## src/rtl/input_sequencer.sv

```systemverilog
// Debounced four-switch step sequencer: synchronizes raw switches, accepts one
// stable one-hot press per press/release cycle and offers it on a valid/ready port.
module input_sequencer #(
    parameter int unsigned DEB_CYCLES = 4
) (
    input  logic       clk,
    input  logic       reset,
    input  logic [3:0] sw_in,
    input  logic       step_ready,
    output logic       step_valid,
    output logic [1:0] step_code,
    output logic       multi_err,
    output logic       busy,
    output logic [7:0] accept_count
);

    localparam int unsigned CW = $clog2(DEB_CYCLES + 1);
    localparam logic [CW-1:0] CNT_ONE  = CW'(1);
    localparam logic [CW-1:0] CNT_LAST = CW'(DEB_CYCLES - 1);

    typedef enum logic [1:0] {
        IDLE,
        DEBOUNCE,
        ISSUE,
        WAIT_RELEASE
    } state_t;

    state_t        state_q, state_d;
    logic [3:0]    sync1_q, sync1_d;
    logic [3:0]    sw_sync_q, sw_sync_d;
    logic [3:0]    sample_q, sample_d;
    logic [CW-1:0] cnt_q, cnt_d;
    logic          step_valid_q, step_valid_d;
    logic [1:0]    step_code_q, step_code_d;
    logic          multi_err_q, multi_err_d;
    logic [7:0]    accept_count_q, accept_count_d;
    logic          one_hot;

    // sample is never zero while debouncing, so the power-of-two test suffices
    assign one_hot = ((sample_q & (sample_q - 4'd1)) == 4'd0);

    always_comb begin
        sync1_d        = sw_in;
        sw_sync_d      = sync1_q;
        state_d        = state_q;
        sample_d       = sample_q;
        cnt_d          = cnt_q;
        step_valid_d   = step_valid_q;
        step_code_d    = step_code_q;
        multi_err_d    = 1'b0;
        accept_count_d = accept_count_q;

        case (state_q)
            IDLE: begin
                if (sw_sync_q != 4'd0) begin
                    sample_d = sw_sync_q;
                    cnt_d    = CNT_ONE;
                    state_d  = DEBOUNCE;
                end
            end
            DEBOUNCE: begin
                if (sw_sync_q == 4'd0) begin
                    cnt_d   = '0;
                    state_d = IDLE;
                end else if (sw_sync_q != sample_q) begin
                    sample_d = sw_sync_q;
                    cnt_d    = CNT_ONE;
                end else if (cnt_q < CNT_LAST) begin
                    cnt_d = cnt_q + CNT_ONE;
                end else begin
                    cnt_d = '0;
                    if (one_hot) begin
                        step_code_d  = {sample_q[3] | sample_q[2], sample_q[3] | sample_q[1]};
                        step_valid_d = 1'b1;
                        state_d      = ISSUE;
                    end else begin
                        multi_err_d = 1'b1;
                        state_d     = WAIT_RELEASE;
                    end
                end
            end
            ISSUE: begin
                if (step_valid_q && step_ready) begin
                    step_valid_d   = 1'b0;
                    accept_count_d = accept_count_q + 8'd1;
                    cnt_d          = '0;
                    state_d        = WAIT_RELEASE;
                end
            end
            WAIT_RELEASE: begin
                if (sw_sync_q != 4'd0) begin
                    cnt_d = '0;
                end else if (cnt_q == CNT_LAST) begin
                    cnt_d   = '0;
                    state_d = IDLE;
                end else begin
                    cnt_d = cnt_q + CNT_ONE;
                end
            end
            default: state_d = IDLE;
        endcase
    end

    always_ff @(posedge clk) begin
        if (reset) begin
            state_q        <= IDLE;
            sync1_q        <= '0;
            sw_sync_q      <= '0;
            sample_q       <= '0;
            cnt_q          <= '0;
            step_valid_q   <= 1'b0;
            step_code_q    <= '0;
            multi_err_q    <= 1'b0;
            accept_count_q <= '0;
        end else begin
            state_q        <= state_d;
            sync1_q        <= sync1_d;
            sw_sync_q      <= sw_sync_d;
            sample_q       <= sample_d;
            cnt_q          <= cnt_d;
            step_valid_q   <= step_valid_d;
            step_code_q    <= step_code_d;
            multi_err_q    <= multi_err_d;
            accept_count_q <= accept_count_d;
        end
    end

    assign step_valid   = step_valid_q;
    assign step_code    = step_code_q;
    assign multi_err    = multi_err_q;
    assign busy         = (state_q != IDLE);
    assign accept_count = accept_count_q;

endmodule

```

## config.mk

```make
export PLATFORM = sky130hd
export DESIGN_NAME = input_sequencer
export DESIGN_NICKNAME = d
export VERILOG_FILES = /design/src/rtl/input_sequencer.sv
export SDC_FILE = /design/constraint.sdc
export NUM_CORES = 1
export LEC_CHECK = 0
export ABC_AREA = 1
export CAP_MARGIN = 5
export CORE_ASPECT_RATIO = 1.4
export CORE_UTILIZATION = 56
export CTS_CLUSTER_SIZE = 40
export DETAILED_ROUTE_END_ITERATION = 7
export PLACE_DENSITY = 0.77
export RECOVER_POWER = 25
export SETUP_SLACK_MARGIN = 0.02
export SLEW_MARGIN = 25
export SYNTH_ARGS = -nofsm -noshare
export SYNTH_HDL_FRONTEND = slang
export SYNTH_SLANG_ARGS = --single-unit
export TNS_END_PERCENT = 1
```

## constraint.sdc

```tcl
create_clock -name clk -period 2.8 [get_ports clk]
set_input_delay 0.28 -clock clk [delete_from_list [all_inputs] [get_ports clk]]
set_output_delay 0.28 -clock clk [all_outputs]
set_load 0.005 [all_outputs]
```

==> results.yml <==
routing:
  top_layer_used: "met4"
  drt_iter0_drc: 41
  vias_per_cell: 4.88
  wl_met3_um: 101
  first_pass_iters: 4
  vias: 1375
  ant_nets: 0
  routedWlPerCell_um: 10.7
  dr_wl_met2_mm: 1.55
  routed_wl_mm: 3.01
  drc: 0
  met1Wirelength_mm: 1.29
setup_path:
  crit_fanout: 17
  critPathKind: "input port to register"
  worst_path_max_delay_cell: "clkbuf_1"
  path_cells: "dlygate4sd3_1 -> clkbuf_1 -> inv_1 -> o21ai_0 -> nor2_1"
  end_kind: "register"
  cp_num_buf_inv: 3
  cp.required_ps: 3030
  max_stage_delay_ps: 590
  critPathLaunchType: "input port"
  crit_family: "buffers and inverters"
  cp_data_arrival_time_ps: 2030
placement:
  postPlaceCellArea_um2: 1690
  detailed_place_hpwl_mm: 2.31
  numPortBuffers: 19
  gp_congestion: 0.913
power_and_ir_drop:
  power.share.sequential: 0.474
  switchingPower_uw: 349
  clkPwrFrac: 0.254
  p_sw_frac: 0.344
  internal_power_uw: 666
  vdd_drop_max_v: 0.000355
  comb_power_share: 0.272
  power_density_nw_per_um2: 584
  leakage_uw: 0.000821
floorplan:
  dieHeight_um: 62.5
  row_count: 21
  core-area_um2: 2440
  die_area_um2: 2830
  start_util: 0.600
  die_x_um: 45.2
  io_pins: 20
sta:
  worst_pin_slew_ps: 779
  finalMaxSlewViolations: 0
  fmax_ghz: 0.554
  hold_viol_final: 0
  fin_crit_sh: 0.645
  period_needed_ps: 1800
  finalSetupTns_ps: 0
  fin_skew_ps: 7.94
  setup_violations: 0
  rsz0062_at_grt: "no"
  maxSlewHeadroom: 0.480
finish:
  regArea_um2: 581
  num-nets-final: 259
  fillers: 218
  multi_input_area_um2: 712
  syn2layout_area_growth_pct: 18.6
  drive_above_1_share: 0.0806
  n_antenna_cell: 0
  final_area_um2: 1740
clock_tree:
  numCtsBuffers: 5
  root_buffer: "clkbuf_4"
  holdBufCountCts: 0
  cts_tree: "built"
  cts_resized: 0
  clock_sinks: 29
  cts.clk_slew.worst_paths_ps: 90
  insertion_delay_ps: 330
  cts_max_path_buffers: 2
  cts_max_level: 2
  postCtsSetupBuffers: 0
synthesis:
  syn_nets: 235
  synth_seq_cells: 29
  synth_cell_types: 26
  syn_area_um2: 1470
  synthCells: 224
  ys_seq_area_frac: 0.396
  postSynthAreaPerCell_um2: 6.54
  yosysWarnings: 0
global_route:
  gr-total-overflow: 0
  antenna_found_initial: 0
  grt_use_total: 0.263
  first_global_vias: 1368
  grt_pass1_wl_mm: 5.42
  grt_max_degree: 18
run:
  drv_cap: 0
status:
  status: "complete, no violations"
hold_path:
  min_path_type: "register to register"
[state kept, by name (all words and copies together) (netlist names), named ones only]
name          cells
accept_count      8
cnt_q             3
multi_err         1
sample_q          4
state_q           1
step_code         2
step_valid        1
sw_sync_d         4
sw_sync_q         4
[placed cells by master, fill, tap and decap left out, types with 2 or more instances in the layout]
master and n:
nor2_1 43, nand3_1 14, ha_1 4, o21ai_0 5, dfxtp_1 29, clkbuf_1 2, nand2_1 57, clkdlybuf4s50_1 18
inv_2 4, nand2_2 2, a21oi_1 9, nor2_2 2, clkbuf_4 5, nor3_1 2, inv_1 37, nor2_4 2
[final cells by class]
type	count	share of cell area
clock buffer	7	0.0317
inverter	41	0.0886
multi-input combinational	151	0.410
sequential	29	0.334
tap	34	0.0245
timing repair buffer	20	0.112
[power by group through the flow]
stage | registers (uW) | clock network (uW) | logic [uW]
after floorplan | 482 | 0 | 214
after global placement | 488 | 0 | 271
after detailed placement | 490 | 0 | 276
after CTS | 480 | 267 | 277
after global routing | 487 | 283 | 317
final | 481 | 258 | 276
[Yosys cell counts]
master     n  area [um2]
a21oi_1    9        45.0
and2_4     1        8.76
buf_6      1        11.3
clkbuf_1   2        7.51
dfxtp_1   29         581
ha_1       4        50.1
inv_1     37         139
inv_2      4        15.0
nand2_1   57         214
nand2_2    2        12.5
nand2_4    1        11.3
nand3_1   14        70.1
nand3b_1   1        7.51
nand4_1    1        6.26
nor2_1    43         161
nor2_2     2        12.5
nor2_4     2        22.5
nor3_1     2        10.0
nor3_2     1        10.0
nor3b_1    1        7.51
o211ai_1   1        7.51
o21ai_0    5        25.0
o21ai_1    1        5.00
o21ai_2    1        8.76
o21bai_1   1        7.51
xnor2_1    1        8.76
[routing by layer]
layer,vias to the layer above,track usage
met1,616,0.264
met3,8,0.0636
met5,-,0
li1,723,-
met4,0,0.148
met2,28,0.462
[worst min-delay path, stage by stage, from the launching register on]
cell	delay [ps]
dfxtp_1	300
inv_1	40
nor2_1	30
[kinds of logic (layout without fill, tap and decap cells)]
logic type,count (synthesis),after routing,share of synthesized area
AO/OA/AOI/OAI,18,18,0.0675
XOR/XNOR,1,1,0.00598
buffers and inverters,44,68,0.118
flip-flops,29,29,0.396
AND/OR/NAND/NOR,128,128,0.378
adder cells (fa/ha/maj),4,4,0.0342
[metrics by stage]
stage          setup slack [ps]  hold WS (ps)  power [uW]  std cells  utilization
5_1_grt                     868           439        1090        282        0.711
6_report                    995           398        1010        282        0.711
3_5_place_dp               1170           398         766        275        0.690
2_1_floorplan              1610           387         696        224            -
4_1_cts                    1030           400        1020        282        0.713
3_3_place_gp               1240           392         760        275        0.690
[path summary, 6_finish.rpt]
kind                      from               to  slack [ps]  cells after the start
setup / recovery         reset  accept_count[1]        1000                      5
hold / removal    sw_sync_d[0]     sw_sync_q[0]         400                      2
setup reg to reg  sw_sync_q[3]      sample_q[3]        1360                      8
hold reg to reg   sw_sync_d[0]     sw_sync_q[0]         400                      2
(Power assumes the default switching activity.)
